### src/rtl/key_debounce_repeat.sv
// key_debounce_repeat
//   Push-button front end. Each key channel synchronises its raw level,
//   debounces it and produces clean single-cycle press/release pulses, with
//   optional hold-to-autorepeat on the press pulse.
// Ports
//   clk            system clock, all logic on posedge
//   reset          asynchronous active-low reset
//   keys_in        raw asynchronous button levels, one bit per key
//   repeat_en      1 = autorepeat enabled on every channel
//   press_pulse    1-cycle pulse per accepted press and per repeat
//   release_pulse  1-cycle pulse per accepted release
//   held           debounced pressed level
module key_debounce_repeat #(
    parameter int N_KEYS          = 2,
    parameter int DEBOUNCE_CYCLES = 500000,
    parameter int REPEAT_DELAY    = 25000000,
    parameter int REPEAT_PERIOD   = 5000000,
    parameter int KEY_ACTIVE_LOW  = 1
) (
    input  logic              clk,
    input  logic              reset,
    input  logic [N_KEYS-1:0] keys_in,
    input  logic              repeat_en,
    output logic [N_KEYS-1:0] press_pulse,
    output logic [N_KEYS-1:0] release_pulse,
    output logic [N_KEYS-1:0] held
);

    localparam int MAX_DR  = (DEBOUNCE_CYCLES > REPEAT_DELAY) ? DEBOUNCE_CYCLES : REPEAT_DELAY;
    localparam int CNT_MAX = (MAX_DR > REPEAT_PERIOD) ? MAX_DR : REPEAT_PERIOD;
    localparam int CW      = (CNT_MAX < 2) ? 1 : $clog2(CNT_MAX + 1);

    localparam logic [CW-1:0] DB_LAST  = CW'(DEBOUNCE_CYCLES - 1);
    localparam logic [CW-1:0] RPT_DLY  = CW'(REPEAT_DELAY);
    localparam logic [CW-1:0] RPT_PER  = CW'(REPEAT_PERIOD);
    localparam logic          RELEASED = (KEY_ACTIVE_LOW != 0) ? 1'b1 : 1'b0;

    typedef enum logic [1:0] {
        IDLE      = 2'd0,
        PRESS_CHK = 2'd1,
        HELD      = 2'd2,
        REL_CHK   = 2'd3
    } state_t;

    logic [N_KEYS-1:0] sync1;
    logic [N_KEYS-1:0] sync2;
    logic [N_KEYS-1:0] p;

    // Sync flops reset to the released raw level so reset release never
    // looks like a press.
    always_ff @(posedge clk or negedge reset) begin
        if (!reset) begin
            sync1 <= {N_KEYS{RELEASED}};
            sync2 <= {N_KEYS{RELEASED}};
        end else begin
            sync1 <= keys_in;
            sync2 <= sync1;
        end
    end

    // Normalised level: 1 = pressed.
    always_comb begin
        p = (KEY_ACTIVE_LOW != 0) ? ~sync2 : sync2;
    end

    for (genvar k = 0; k < N_KEYS; k++) begin : g_ch
        state_t        state, state_n;
        logic [CW-1:0] cnt, cnt_n;
        logic [CW-1:0] rpt, rpt_n;
        logic [CW-1:0] rpt_inc;
        logic          first, first_n;
        logic          press_q, press_n;
        logic          rel_q, rel_n;
        logic          held_q, held_n;

        always_ff @(posedge clk or negedge reset) begin
            if (!reset) begin
                state   <= IDLE;
                cnt     <= '0;
                rpt     <= '0;
                first   <= 1'b1;
                press_q <= 1'b0;
                rel_q   <= 1'b0;
                held_q  <= 1'b0;
            end else begin
                state   <= state_n;
                cnt     <= cnt_n;
                rpt     <= rpt_n;
                first   <= first_n;
                press_q <= press_n;
                rel_q   <= rel_n;
                held_q  <= held_n;
            end
        end

        always_comb begin
            state_n = state;
            cnt_n   = cnt;
            rpt_n   = rpt;
            first_n = first;
            press_n = 1'b0;
            rel_n   = 1'b0;
            held_n  = held_q;
            rpt_inc = rpt + 1'b1;
            case (state)
                IDLE: begin
                    if (p[k]) begin
                        state_n = PRESS_CHK;
                        cnt_n   = '0;
                    end
                end
                PRESS_CHK: begin
                    if (!p[k]) begin
                        state_n = IDLE;
                    end else if (cnt == DB_LAST) begin
                        state_n = HELD;
                        press_n = 1'b1;
                        held_n  = 1'b1;
                        rpt_n   = '0;
                        first_n = 1'b1;
                    end else begin
                        cnt_n = cnt + 1'b1;
                    end
                end
                HELD: begin
                    if (!p[k]) begin
                        state_n = REL_CHK;
                        cnt_n   = '0;
                    end else if (repeat_en) begin
                        // First repeat waits the long delay, later ones the period.
                        if (rpt_inc == (first ? RPT_DLY : RPT_PER)) begin
                            press_n = 1'b1;
                            rpt_n   = '0;
                            first_n = 1'b0;
                        end else begin
                            rpt_n = rpt_inc;
                        end
                    end else begin
                        rpt_n   = '0;
                        first_n = 1'b1;
                    end
                end
                REL_CHK: begin
                    // rpt is left untouched here so a bounce resumes the repeat phase.
                    if (p[k]) begin
                        state_n = HELD;
                    end else if (cnt == DB_LAST) begin
                        state_n = IDLE;
                        rel_n   = 1'b1;
                        held_n  = 1'b0;
                    end else begin
                        cnt_n = cnt + 1'b1;
                    end
                end
                default: begin
                    state_n = IDLE;
                end
            endcase
        end

        assign press_pulse[k]   = press_q;
        assign release_pulse[k] = rel_q;
        assign held[k]          = held_q;
    end

endmodule

### config.mk
export PLATFORM = sky130hd
export DESIGN_NAME = key_debounce_repeat
export DESIGN_NICKNAME = d
export VERILOG_FILES = /design/src/rtl/key_debounce_repeat.sv
export SDC_FILE = /design/constraint.sdc
export NUM_CORES = 1
export LEC_CHECK = 0
export ABC_CLOCK_PERIOD_IN_PS = 3900
export CORE_UTILIZATION = 60
export CTS_CLUSTER_DIAMETER = 30
export DETAILED_ROUTE_END_ITERATION = 8
export PLACE_DENSITY = 0.77
export SLEW_MARGIN = 10
export SYNTH_ARGS = -nofsm -noshare
export SYNTH_HDL_FRONTEND = slang
export SYNTH_SLANG_ARGS = --single-unit
### constraint.sdc
create_clock -name clk -period 3.9 [get_ports clk]
set_input_delay 0.39 -clock clk [delete_from_list [all_inputs] [get_ports clk]]
set_output_delay 0.39 -clock clk [all_outputs]
set_load 0.02 [all_outputs]
==> results of run 1 <==
==> worst paths after layout <==
check                               start              end  slack, ns  cells after the start
min                                 reset  g_ch[1].rpt[12]       0.04                      1
max reg2reg                g_ch[0].rpt[0]   g_ch[0].rpt[2]       0.40                     10
min reg2reg                      sync1[0]         sync2[0]       0.35                      0
max                        g_ch[0].rpt[0]   g_ch[0].rpt[2]       0.40                     10
max in group asynchronous           reset         sync2[1]       2.91                      2
min in group clk                 sync1[0]         sync2[0]       0.35                      0
==> Yosys cell counts, types with 7 or more instances <==
cell,count
dfrtp_1,110
nor2_1,103
nand2_1,82
nand3_1,56
o21ai_0,52
clkbuf_1,41
nor3_1,36
xnor2_1,36
a21oi_1,34
nor4_1,29
nand4_1,26
inv_1,23
and3_1,18
or3_1,18
and4_1,14
o31ai_1,13
xor2_1,13
ha_1,12
a22o_1,11
nor2b_1,11
a31oi_1,10
and2_1,10
o22ai_1,10
nand2b_1,9
buf_4,8
buf_2,7
==> flip-flops by register name, indices dropped and copies added (netlist names), named ones only <==
register	cells
g_ch.rpt	50
g_ch.state	2
g_ch.held_q	2
g_ch.cnt	50
sync1	2
g_ch.press_q	2
sync2	2
g_ch.rel_q	2
g_ch.first	2
==> area by class of cell <==
type / instances / area share (%)
multi-input combinational: 694 / 50.8
sequential: 116 / 35.2
timing repair buffer: 28 / 2.82
tap: 168 / 2.54
clock buffer: 19 / 5.48
inverter: 23 / 1.05
clock inverter: 13 / 2.09
==> per-layer routing <==
layer / vias up / share of wire [%] / track usage, %
met5: - / 0 / 0
met2: 279 / 47 / 48.5
met3: 48 / 6.7 / 6.59
met1: 3293 / 44 / 40.6
met4: 0 / 2.4 / 12.3
li1: 3233 / - / -
==> through the flow <==
stage | setup slack, ns | hold WS, ns | area (um^2) | instances
2_1_floorplan | 0.898 | 0.0944 | 7430 | 889
3_3_place_gp | 0.707 | 0.346 | 7630 | 1029
3_5_place_dp | 0.545 | 0.348 | 7630 | 1029
4_1_cts | 0.526 | 0.0893 | 8260 | 1061
5_1_grt | 0.133 | 0.134 | 8260 | 1061
6_report | 0.398 | 0.0410 | 8260 | 1061
==> worst max-delay path, stage by stage, from the launching register on <==
cell,delay [ns]
dfrtp_1,0.45
ha_1,0.40
nand3_1,0.25
nor2_1,0.56
a31oi_1,0.27
or3_1,0.41
and4bb_1,0.34
a2bb2oi_2,0.17
buf_4,0.22
o21ai_0,0.11
a22o_1,0.20
==> cells by family (layout without fill, tap and decap cells) <==
family          after synthesis  in the layout
simple gates                451            451
compound gates              180            180
flops                       116            116
buf+inv                      79             83
xor+xnor                     49             49
fa+ha+maj                    12             12
mux                           2              2
==> power breakdown <==
| group | switching [mW] | leakage (nW) | internal, mW |
|---|---|---|---|
| registers | 0.156 | 1.57 | 1.32 |
| clock network | 0.599 | 0.293 | 1.05 |
| logic | 0.650 | 1.31 | 0.334 |
| total | 1.41 | 3.17 | 2.70 |
==> results_dict.tcl, run 1 <==
set metrics [dict create \
    synth_compound_area_share_pct 16.2 \
    dieArea_um2 12800 \
    cts_max_path_buffers 2 \
    cts_setup_buffers 0 \
    slew_violations 0 \
    drive_gt1_share_pct 8.29 \
    totalWireLength_um 18500 \
    startpoint_type "flip-flop" \
    initial_core_util_pct 61.6 \
    synth_top_area_share_pct 37.0 \
    synth_fa_ha_area_share_pct 2.02 \
    cts_resized 0 \
    routed_via_density 6.46 \
    grt_pass1_vias 6470 \
    layout_commonest_cell "dfrtp_1" \
    cts_tree "done" \
    worstMarginPinSlew_ns 0.831 \
    rsz0062_at_grt "no" \
    wire_per_inst_um 17.5 \
    routabilityCongestion 0.994 \
    hp-class "input pin to asynchronous set/reset pin" \
    fin_setup_tns_ns 0 \
    grtUsageTotal_pct 30.5 \
    cts_root_buffer "clkbuf_16" \
    htreeDepth 4 \
    path_clk_slew_ns 0.06 \
    vias 6853 \
    antenna_found_initial 0 \
    finalPower_mw 4.10 \
    grt_max_degree 63 \
    fin_util_pct 68.5 \
    syn_area_um2 7430 \
    status "complete, no violations" \
    critical_path_class "flip-flop to flip-flop" \
    ys_dominant_reg_cell "dfrtp_1" \
    ys_seq_area_share_pct 39.2 \
    critPathArrivalTime_ns 3.81 \
    numCtsBuffers 17 \
    synth_nets 906 \
    cp_max_fo 13 \
    grt_pass1_wl_um 31300 \
    avgSynthCellArea_um2 8.36 \
    crit_path_end_kind "flip-flop" \
    relSlewSlack_pct 44.6 \
    drc_errors 0 \
    fin_nets 897 \
    ys_async_sr_fraction_pct 100 \
    muxShareOfSynthArea_pct 0.286 \
    period_minus_slack_ns 3.50 \
    fmax_ghz 0.286 \
    dr.pass1.iters 8 \
    fillers 923 \
    synthCells 889 \
    synth-simple-area-share_pct 32.0 \
    powerDensity_nw_per_um2 497 \
    cts_sinks 116 \
    drtIter0Drc 722 \
    final.period_utilization_pct 89.8 \
    die_w_um 113 \
    cts_hold_buf 0 \
    synth.distinct_cells 70 \
    finClkSkew_ns 0.0107 \
    fp-row-count 40 \
    vdd.ir_drop.worst_mv 0.316 \
    clock_latency_ns 0.43 \
    drtAntennaViolNets 0 \
    critPathRequiredTime_ns 4.21 \
    die_y_um 113 \
    ios 11 \
    synth_edf_count 0 \
    syn_to_final_growth_pct 11.2 \
    port_buffers 10 \
    maxCapViolCount 0 \
    synth_area_leaders "dfrtp_1, nor2_1, xnor2_1, nand2_1, nand3_1" \
    synth_seq_cells 116 \
    synthXorXnorAreaFrac_pct 5.78 \
    gr-total-overflow 0 \
    finalHoldViolations 0 \
    power.leakage_nw 3.17 \
    ys_warn_count 0 \
    dp_hpwl_um 12200 \
    synth_largest_area_cell "dfrtp_1" \
    layout_common_cells "dfrtp_1, nor2_1, nand2_1, nand3_1, o21ai_0" \
    seqCellArea_um2 2910 \
    synth_top_family_by_area "simple AND/OR/NAND/NOR gates" \
    core_area_um2 12100 \
    diodes 0 \
    multi_input_area_um2 4200 \
    setup_viol 0 \
]
No activity file was read; power rests on OpenSTA's default activity.
==> inputs of run 2 (changes only) <==
Settings changed: CORE_UTILIZATION 60 to 35, PLACE_DENSITY 0.77 to default.
==> run 2 against run 1 <==
Flip-flop and latch count stayed put. Global-route usage is 13 points lower. Combinational power is 3.5% lower. Sequential power hardly changed. Highest routed layer unchanged. Critical endpoint is now g_ch[1].rpt[12]. Power is 1.9% higher. Hold slack worse by 0.036 ns. Maximum frequency is 5.0% higher. First-iteration DRC count is 34% lower. Non-clock buffer count is 4 higher. Clock skew is 0.0022 ns lower. Wire length is 3.1% lower. Count of clock-buffer cells in the layout is 1 higher.
==> results_dict.tcl, run 2 (synthesized netlist as in run 1, its figures left out) <==
set metrics [dict create \
    initial_core_util_pct 36.3 \
    finalHoldViolations 0 \
    rsz0062_at_grt "no" \
    diodes 0 \
    finClkSkew_ns 0.00850 \
    layout_commonest_cell "dfrtp_1" \
    hp-class "input pin to asynchronous set/reset pin" \
    top_regs "g_ch.cnt x50, g_ch.rpt x50" \
    antenna_found_initial 0 \
    vias 6553 \
    fin_setup_tns_ns 0 \
    worstMarginPinSlew_ns 0.971 \
    powerDensity_nw_per_um2 494 \
    place_inst 1135 \
    finalPower_mw 4.18 \
    wire_per_inst_um 15.4 \
    crit_top_cell "buf_4" \
    routabilityCongestion 0.939 \
    setup_viol 0 \
    slew_violations 0 \
    cts_hold_buf 0 \
    drtAntennaViolNets 0 \
    ios 11 \
    critPathRequiredTime_ns 4.19 \
    fmax_ghz 0.300 \
    crit_slowest_cell "or4_4" \
    totalWireLength_um 18000 \
    period_minus_slack_ns 3.34 \
    port_buffers 10 \
    gr-total-overflow 0 \
    fp-row-count 52 \
    die_y_um 148 \
    cts_sinks 116 \
    drtIter0Drc 474 \
    final.period_utilization_pct 85.5 \
    cts_resized 0 \
    cpPeakStageDelay_ns 0.62 \
    grt_pass1_wl_um 30900 \
    drive_gt1_share_pct 8.70 \
    dieArea_um2 21800 \
    dr.pass1.iters 7 \
    crit_start "g_ch[1].rpt[2]" \
    critical_path_class "flip-flop to flip-flop" \
    dp_hpwl_um 12300 \
    vdd.ir_drop.worst_mv 0.326 \
    drc_errors 0 \
    crit_path_end_kind "flip-flop" \
    power.leakage_nw 3.23 \
    cts_max_path_buffers 2 \
    status "complete, no violations" \
    cp_max_fo 10 \
    critPathArrivalTime_ns 3.63 \
    startpoint_type "flip-flop" \
    cts_tree "done" \
    fin_cells 1167 \
    layout_common_cells "dfrtp_1, nor2_1, nand2_1, nand3_1, o21ai_0" \
    routed_via_density 5.62 \
    core_area_um2 20500 \
    numCtsBuffers 17 \
    htreeDepth 4 \
    syn_to_final_growth_pct 13.9 \
    clock_latency_ns 0.42 \
    die_w_um 148 \
    fin_nets 901 \
    crit_chain "nand3_2 > or4_4 > or3_1 > a22oi_1 > nand4_1 > a211oi_2 > buf_4 > nor3_2 > buf_4 > a221o_1" \
    r2r_start "g_ch[1].rpt[2]" \
    grt_max_degree 51 \
    grtUsageTotal_pct 17.5 \
    grt_pass1_vias 6138 \
    path_clk_slew_ns 0.06 \
    fin_util_pct 41.3 \
    cts_root_buffer "clkbuf_16" \
    relSlewSlack_pct 35.2 \
    maxCapViolCount 0 \
    cts_setup_buffers 0 \
]
-- run 2: per-layer routing --
metal  up-vias  routed length, um  GRT usage (%)
met4         0                214           5.26
met3        15                783           3.80
met2       137               8210           26.8
met5         -                  0              0
met1      3153               8750           24.6
li1       3248                  -              -
-- run 2: area by class of cell --
type                            instances  area (um^2)
Fill cell                            2022        12000
Sequential cell                       116         2910
Clock buffer                           20          467
Inverter                               23         86.3
Clock inverter                         12          201
Tap cell                              270          338
Timing Repair Buffer                   32          263
Multi-Input combinational cell        694         4200
-- run 2: through the flow --
stage	hold WS, ns	instance area [um^2]	setup WS [ns]
after floorplan	0.0944	7430	0.898
after global placement	0.347	7790	0.685
after detailed placement	0.347	7790	0.632
after CTS	0.0331	8460	0.596
after global routing	0.0516	8460	0.360
final	0.00469	8460	0.564
-- run 2: power by group --
part | switching, mW | internal [mW]
clock | 0.569 | 1.18
combinational | 0.624 | 0.326
sequential | 0.162 | 1.32
total | 1.35 | 2.83
-- run 2: worst paths after layout --
check,endpoint,slack (ns),cells past startpoint
worst max register to register,g_ch[1].rpt[12],0.56,10
worst min register to register,sync2[0],0.35,0
worst min-delay path,g_ch[1].rpt[9],0.005,1
max in group asynchronous,sync2[1],2.96,2
worst max-delay path,g_ch[1].rpt[12],0.56,10
min in group clk,sync2[0],0.35,0
-- run 2: critical path, delay by kind of cell, from the launching register on --
family,cells,cell delay [ns]
buf+inv,2,0.40
compound gates,3,0.86
flops,1,0.46
simple gates,5,1.49
==> inputs of run 3 (changes only) <==
Settings changed: CORE_MARGIN from default to 1, CORE_UTILIZATION 35 to 64, PLACE_DENSITY from default to 0.81.
==> run 3 against run 2 <==
The run now ends with hold timing left. Die area is 45% lower. Non-clock buffer count is 6 lower. Power is 1.1% lower. Cell count is 12% lower. Count of clock-buffer cells in the layout stayed put. Clock power is 3% lower.
==> results_dict.tcl, run 3 (synthesized netlist as in run 1, its figures left out) <==
set metrics [dict create \
    fin_util_pct 74.2 \
    die_y_um 110 \
    cts_setup_buffers 0 \
    path_clk_slew_ns 0.06 \
    fin_cells 1031 \
    period_minus_slack_ns 3.58 \
    initial_core_util_pct 67.1 \
    relSlewSlack_pct 49.7 \
    final.period_utilization_pct 91.7 \
    dr.pass1.iters 7 \
    finalPower_mw 4.13 \
    numCtsBuffers 17 \
    grt_pass1_wl_um 30900 \
    drtIter0Drc 653 \
    slew_violations 0 \
    finClkSkew_ns 0.00737 \
    fmax_ghz 0.280 \
    die_w_um 110 \
    place_area_um2 7580 \
    seqCellArea_um2 2910 \
    grt_max_degree 57 \
    cts_max_path_buffers 2 \
    finalHoldViolations 2 \
    cts_hold_buf 0 \
    totalWireLength_um 18700 \
    clock_latency_ns 0.43 \
    htreeDepth 4 \
    power.leakage_nw 3.18 \
    fp-row-count 38 \
    maxCapViolCount 0 \
    routabilityCongestion 0.986 \
    cts_root_buffer "clkbuf_16" \
    setup_viol 0 \
    powerDensity_nw_per_um2 503 \
    ios 11 \
    wire_per_inst_um 18.1 \
    layout_commonest_cell "dfrtp_1" \
    gr-total-overflow 0 \
    final_area_um2 8220 \
    cts_sinks 116 \
    grt_pass1_vias 6602 \
    top_regs "g_ch.cnt x50, g_ch.rpt x50" \
    worstMarginPinSlew_ns 0.748 \
    rsz0062_at_grt "no" \
    drive_gt1_share_pct 7.97 \
    fin_nets 895 \
    dp_hpwl_um 12500 \
    crit_path_end_kind "flip-flop" \
    cp_max_fo 11 \
    dieArea_um2 12000 \
    routed_via_density 6.69 \
    diodes 0 \
    core_area_um2 11100 \
    layout_common_cells "dfrtp_1, nor2_1, nand2_1, nand3_1, o21ai_0" \
    critPathArrivalTime_ns 3.89 \
    violations "hold timing" \
    multi_input_area_um2 4200 \
    drc_errors 0 \
    ff2ff_setup_slack_ns 0.32 \
    vdd.ir_drop.worst_mv 0.464 \
    grtUsageTotal_pct 33.2 \
    fin_setup_tns_ns 0 \
    pre_cts_slack_ns 0.414 \
    place_inst 999 \
    syn_to_final_growth_pct 10.6 \
    antenna_found_initial 0 \
    cts_tree "done" \
    vias 6899 \
    port_buffers 10 \
    worst_slack_ns 0.325 \
    critPathRequiredTime_ns 4.22 \
    critical_path_class "flip-flop to flip-flop" \
    drtAntennaViolNets 0 \
    cts_resized 0 \
    fillers 820 \
    startpoint_type "flip-flop" \
    status "finished, violations left" \
    hold_ws_ns -0.000923 \
    hp-class "input pin to asynchronous set/reset pin" \
]
==> run 3: changes by cell type in the layout (fill, tap and decap cells not counted) <==
cell	before	now
buf_4	23	17
bufinv_16	5	4
clkbuf_1	0	1
clkbuf_8	3	2
clkinv_2	2	3
clkinv_4	3	1
inv_6	0	2
==> run 3: report_power, final <==
part	total [mW]	internal, mW	switching [mW]	leakage [nW]
combinational	0.960	0.331	0.630	1.30
clock	1.69	1.10	0.589	0.307
sequential	1.48	1.32	0.165	1.57
==> run 3: critical path, cell delays in order (launching register included) <==
cell,delay [ns]
dfrtp_1,0.47
ha_1,0.44
nand3_1,0.22
nor2_1,0.61
a31oi_1,0.25
or3_1,0.41
and4bb_1,0.34
a2bb2oi_2,0.21
nor2_1,0.17
a22o_1,0.31
==> run 3: final timing paths <==
kind,cells after the start,from,end
setup reg to reg,9,g_ch[0].rpt[0],g_ch[0].rpt[20]
hold reg to reg,0,sync1[0],sync2[0]
hold / removal,1,reset,g_ch[1].rpt[12]
max in group asynchronous,2,reset,sync1[1]
min in group clk,0,sync1[0],sync2[0]
setup / recovery,9,g_ch[0].rpt[0],g_ch[0].rpt[20]
==> run 3: layout make-up <==
cell class                      count  share of cell area (%)
Sequential cell                   116                    35.4
Multi-Input combinational cell    694                    51.1
Clock inverter                     12                    2.15
Inverter                           23                    1.05
Timing Repair Buffer               26                    2.65
Tap cell                          140                    2.13
Clock buffer                       20                    5.56
==> run 3: per-layer routing <==
metal  up-vias  wire (um)  GRT usage (%)  share of wire, %
met4         0        471           14.7               2.5
met5         -          0              0                 0
met3        51       1440           7.88               7.7
li1       3231          -              -                 -
met2       338       8910           54.2                48
met1      3279       7830           42.0                42
